**config.mk**
```make
export PLATFORM = sky130hd
export DESIGN_NAME = rx_sample_ctrl
export DESIGN_NICKNAME = d
export VERILOG_FILES = /design/src/rtl/rx_pkg.sv /design/src/rtl/start_bit_det.sv /design/src/rtl/rx_sample_ctrl.sv
export SDC_FILE = /design/constraint.sdc
export NUM_CORES = 1
export LEC_CHECK = 0
export ABC_AREA = 1
export BUFFER_PORTS_ARGS = -buffer_cell sky130_fd_sc_hd__buf_2
export CORE_MARGIN = 10
export CORE_UTILIZATION = 60
export DETAILED_ROUTE_END_ITERATION = 7
export HOLD_SLACK_MARGIN = 0.03
export PLACE_DENSITY = 0.81
export SLEW_MARGIN = 20
export SYNTH_ARGS = -nofsm -noshare
export SYNTH_HDL_FRONTEND = slang
export SYNTH_HIERARCHICAL = 1
export SYNTH_SLANG_ARGS = --single-unit
export TNS_END_PERCENT = 5
```
**constraint.sdc**
```tcl
create_clock -name clk -period 3.75 [get_ports clk]
set_input_delay 0.1875 -clock clk [delete_from_list [all_inputs] [get_ports clk]]
set_output_delay 0.1875 -clock clk [all_outputs]
set_load 0.005 [all_outputs]
```
**src/rtl/rx_pkg.sv**
```systemverilog
// Shared types for the UART receive sample controller.
//   rx_state_t : sample controller FSM states
package rx_pkg;

  typedef enum logic [2:0] {
    IDLE      = 3'd0,
    START     = 3'd1,
    RECEIVE   = 3'd2,
    STOP_WAIT = 3'd3,
    STOP_CHK  = 3'd4
  } rx_state_t;

endpackage

```
**src/rtl/start_bit_det.sv**
```systemverilog
// Line synchronizer and start-edge detector.
//   clk                 : system clock
//   n_rst               : synchronous active-low reset
//   serial_in           : asynchronous UART line, idle high
//   serial_sync         : serial_in through two flops
//   new_packet_detected : 1->0 transition seen on the synchronized line
module start_bit_det (
  input  logic clk,
  input  logic n_rst,
  input  logic serial_in,
  output logic serial_sync,
  output logic new_packet_detected
);

  // sync_q[1] is the synchronized line, sync_q[2] its previous value
  logic [2:0] sync_q;
  // vld_pipe[i] marks sync_q[i] as a real line sample rather than the reset
  // value. Without it, a line held low through reset would look like a 1->0
  // edge as the reset ones drain out of the chain.
  logic [2:0] vld_pipe;

  always_ff @(posedge clk) begin
    if (!n_rst) begin
      sync_q   <= '1;
      vld_pipe <= '0;
    end else begin
      sync_q   <= {sync_q[1:0], serial_in};
      vld_pipe <= {vld_pipe[1:0], 1'b1};
    end
  end

  assign serial_sync         = sync_q[1];
  assign new_packet_detected = vld_pipe[2] & sync_q[2] & ~sync_q[1];

endmodule

```
**src/rtl/rx_sample_ctrl.sv**
```systemverilog
// UART receive sample controller: finds the start bit, checks it at half a
// bit period, then strobes an external shift register at the middle of each
// following bit and validates the stop bit.
//   clk           : system clock
//   n_rst         : synchronous active-low reset
//   serial_in     : asynchronous UART line, idle high
//   stop_bit      : stop bit from the downstream shift register
//   serial_sync   : synchronized line, shift register serial input
//   shift_strobe  : one-cycle pulse at mid-bit, shift register enable
//   load_buffer   : one-cycle pulse, valid frame ready
//   framing_error : last frame had a 0 stop bit; held until next start
//   busy          : controller not idle
module rx_sample_ctrl
  import rx_pkg::*;
#(
  parameter int CLKS_PER_BIT = 10,
  parameter int NUM_BITS     = 9
) (
  input  logic clk,
  input  logic n_rst,
  input  logic serial_in,
  input  logic stop_bit,
  output logic serial_sync,
  output logic shift_strobe,
  output logic load_buffer,
  output logic framing_error,
  output logic busy
);

  localparam int CNT_W = $clog2(CLKS_PER_BIT);
  localparam int BIT_W = $clog2(NUM_BITS + 1);

  localparam logic [CNT_W-1:0] HALF_LAST = CNT_W'(CLKS_PER_BIT / 2 - 1);
  localparam logic [CNT_W-1:0] BIT_LAST  = CNT_W'(CLKS_PER_BIT - 1);
  localparam logic [BIT_W-1:0] NB_LAST   = BIT_W'(NUM_BITS - 1);

  logic new_packet_detected;

  rx_state_t        state_q, state_d;
  logic [CNT_W-1:0] cnt_q, cnt_d;
  logic [BIT_W-1:0] bit_q, bit_d;
  logic             ferr_q, ferr_d;

  start_bit_det u_start_bit_det (
    .clk                 (clk),
    .n_rst               (n_rst),
    .serial_in           (serial_in),
    .serial_sync         (serial_sync),
    .new_packet_detected (new_packet_detected)
  );

  always_ff @(posedge clk) begin
    if (!n_rst) begin
      state_q <= IDLE;
      cnt_q   <= '0;
      bit_q   <= '0;
      ferr_q  <= 1'b0;
    end else begin
      state_q <= state_d;
      cnt_q   <= cnt_d;
      bit_q   <= bit_d;
      ferr_q  <= ferr_d;
    end
  end

  always_comb begin
    state_d      = state_q;
    cnt_d        = cnt_q;
    bit_d        = bit_q;
    ferr_d       = ferr_q;
    shift_strobe = 1'b0;
    load_buffer  = 1'b0;
    unique case (state_q)
      IDLE: begin
        if (new_packet_detected) begin
          state_d = START;
          cnt_d   = '0;
          ferr_d  = 1'b0;
        end
      end
      START: begin
        // Re-check the line at mid start bit; a high line means a glitch
        if (cnt_q == HALF_LAST) begin
          cnt_d = '0;
          if (!serial_sync) begin
            state_d = RECEIVE;
            bit_d   = '0;
          end else begin
            state_d = IDLE;
          end
        end else begin
          cnt_d = cnt_q + 1'b1;
        end
      end
      RECEIVE: begin
        // Entered at mid start bit, so the counter's terminal value lands
        // at mid data bit
        if (cnt_q == BIT_LAST) begin
          shift_strobe = 1'b1;
          cnt_d        = '0;
          bit_d        = bit_q + 1'b1;
          if (bit_q == NB_LAST) state_d = STOP_WAIT;
        end else begin
          cnt_d = cnt_q + 1'b1;
        end
      end
      STOP_WAIT: begin
        // Give the shift register one cycle to present the stop bit
        state_d = STOP_CHK;
      end
      STOP_CHK: begin
        load_buffer = stop_bit;
        ferr_d      = ~stop_bit;
        state_d     = IDLE;
      end
      default: state_d = IDLE;
    endcase
  end

  assign framing_error = ferr_q;
  assign busy          = (state_q != IDLE);

endmodule

```
==> metrics.md <==
| Metric | Value |
|---|---|
| Die area | `around 3600 um^2` |
| Post-synth EDFFs | `0` |
| Count of cell types in the netlist | `22` |
| Prevailing post-synth register cell | `dfxtp_1` |
| CP max-delay cell | `dfxtp_1` |
| Row Count | `14` |
| Initial Utilization | `around 64%` |
| First-pass GRT wire length | `just over 3 mm` |
| Clock Latency Late Sink | `0.29 ns` |
| Seq/Total Area, Yosys | `between 30% and 40%` |
| Cell Chain, Critical Path | `inv_1 -> nor3_1 -> and2_1 -> buf_2` |
| Initial antenna violation count | `0` |
| Root buffer cell | `clkbuf_4` |
| Share of layout cells above drive strength 1 | `23.57%` |
| Final period util | `between 40% and 50%` |
| Crit path DAT | `~1.3 ns` |
| Vias/cell | `around 5.1` |
| Detailed Route Iter0 Violations | `10` |
| Synthesized area | `960.9 um^2` |
| Pwr dens | `594.0 nW/um^2` |
| Yosys warns | `6` |
| Number of global-route vias before repair | `768` |
| Drt drc | `0` |
| Min Tclk post-route | `around 1.5 ns` |
| CTS max path bufs | `2` |
| Most frequent cell after synthesis | `nand2_1` |
| Worst path max stage delay | `0.45 ns` |
| CP max FO | `4` |
| Number of top-level pins | `9` |
| Die Wd | `between 60 and 70 um` |
| Worst hold path class | `in -> reg` |
| GPL Wtd Cong | `roughly 0.8` |
| Final Setup Violations | `0` |
| Post-synth top cells | `nand2_1 (31), dfxtp_1 (18), inv_1 (17), nand3_1 (12)` |
| Clk sinks | `18` |
| Dominant cell type by area after synthesis | `dfxtp_1` |
| Fmax | `664.1 MHz` |
| Routed WL | `1.725 mm` |
| Post-CTS Setup Inserts | `0` |
| Yosys top cell area share | `between 30 and 40%` |
| Setup crit start kind | `flop` |
| Die Ht | `approximately 60 um` |
| P_leak | `0.0004946 uW` |
| Total CTS buffers | `3` |
| Async SR Flop Fraction | `0%` |
| Slew Limit Fails | `0` |
| Bufs and invs on worst path | `2` |
| Antenna diodes | `0` |
| DP Wirelength | `~1.4 mm` |
| Vias | `between 700 and 800` |
| Syn nets | `about 140` |
| Crit Path Class | `reg -> out` |
| Worst hold margin | `between 0.06 and 0.07 ns` |
| Area Overhead vs Synth | `10.03%` |
| Cell family with most CP delay | `flip-flops` |
| CP Capture Type | `output pin` |
| Htree depth | `1` |
| TritonCTS clock tree | `yes` |
| Core Box Area | `1506 um^2` |
| Net count, final | `150` |
| RSZ-0062 raised after global routing | `no` |
| Status | `finished clean` |
| Total track usage | `a little over a tenth` |
| Pin slew with the least headroom to its limit | `0.2992 ns` |
| Gate Count Post-Synth | `approximately 130` |
| Req. time, crit path | `around 3.6 ns` |
| GRT overflow | `0` |
| Worst vdd ir | `0.0002942 V` |
| Port-buffer cells | `8` |
| Yosys reg bits | `18` |
| Final Skew | `about 0.0027 ns` |
| Largest net degree at the start of global routing | `11` |
| CTS Hold Bufs | `0` |
| Setup_tns | `0 ns` |
| Final ANT Viol Nets | `0` |
| Clk pin slew, worst setup/hold paths | `roughly 0.10 ns` |
| Resized cells post-CTS | `0` |
| Syn_area_per_cell | `7.507 um^2` |
| Hold Fails Final Rpt | `0` |
| Avg WL per Cell | `11.06 um` |
| DR pass1 iterations | `4` |
| Max-cap violations | `0` |
| Relative slew slack | `80.03%` |
| Synth top area cells | `dfxtp_1 (38%), nand2_1 (12%), inv_1 (6.6%)` |
## worst min-delay path, delay by kind of cell
family	cells	cell delay (ns)
buf+inv	2	0.11
simple gates	1	0.04
## cells in the final DEF, fill, tap and decap left out
cell      count
a21oi_1       7
a21oi_2       2
and2_1        1
buf_2         8
clkbuf_4      3
clkbuf_8      1
clkinv_1      1
dfxtp_1      18
ha_1          5
inv_1        17
inv_2         1
inv_4         1
nand2_1      31
nand2_2       6
nand2_4       3
nand3_1      12
nand3_2       2
nand4_1       1
nor2_1        7
nor2_2        2
nor2_4        3
nor3_1        3
o21ai_1       1
o21ai_2       1
xor2_1        3
## layer usage
layer	vias to the layer above	track usage [%]	part of all wire, %
met5	-	0	0
li1	427	-	-
met3	2	2.542	4.8
met1	347	12.76	49
met2	13	17.79	45
met4	0	2.885	0.93
## logic make-up after synthesis
| group | after synthesis | share of synthesized area (%) |
|---|---|---|
| AOI/OAI and AO/OA | 11 | 6.901 |
| xor gates and xnor gates | 3 | 2.735 |
| DFF | 18 | 37.50 |
| buffers and inverters | 20 | 8.072 |
| adders and majority gates | 5 | 6.510 |
| and+or+nand+nor | 71 | 38.28 |
## where the power goes
group          internal [uW]  switching (uW)  leakage, uW
sequential               217            33.5     0.000147
clock                   59.2            59.2    0.0000210
combinational           90.9             169     0.000327
## area by class of cell
type	count	area [um^2]
clock buffer	4	36.28
fill	127	449.2
inverter	20	77.57
multi-input combinational	90	523.0
sequential	18	360.3
tap	16	20.02
timing repair buffer	8	40.04
## through the flow
stage                     worst slack [ns]  cells  cell area (um^2)  total power [uW]  util, %
after floorplan                      2.542    128             960.9             459.0        -
final                                2.244    156              1057             628.0    70.18
after global routing                 2.146    156              1057             681.2    70.18
after detailed placement             2.439    152              1021             514.1    67.77
after global placement               2.491    152              1021             508.1    67.77
after CTS                            2.225    156              1057             633.6    70.18
## registers in the layout, summed over array words and instances, names as in the netlist
register,flops
framing_error,1
cnt_q,4
state_q,3
u_start_bit_det/vld_pipe,3
u_start_bit_det/sync_q,3
bit_q,4
## worst paths after layout
check	startpoint	end	slack [ns]	depth (start not counted)
worst max-delay path	state_q[2]$_SDFFE_PN0P_	load_buffer	2.24	4
worst min-delay path	serial_in	u_start_bit_det/sync_q[0]$_SDFF_PN1_	0.06	3
worst max register to register	cnt_q[0]$_SDFFE_PN0P_	bit_q[1]$_SDFFE_PN0P_	2.43	9
worst min register to register	u_start_bit_det/sync_q[0]$_SDFF_PN1_	u_start_bit_det/sync_q[1]$_SDFF_PN1_	0.42	2
Note: power is estimated with default switching activity, not from simulation.
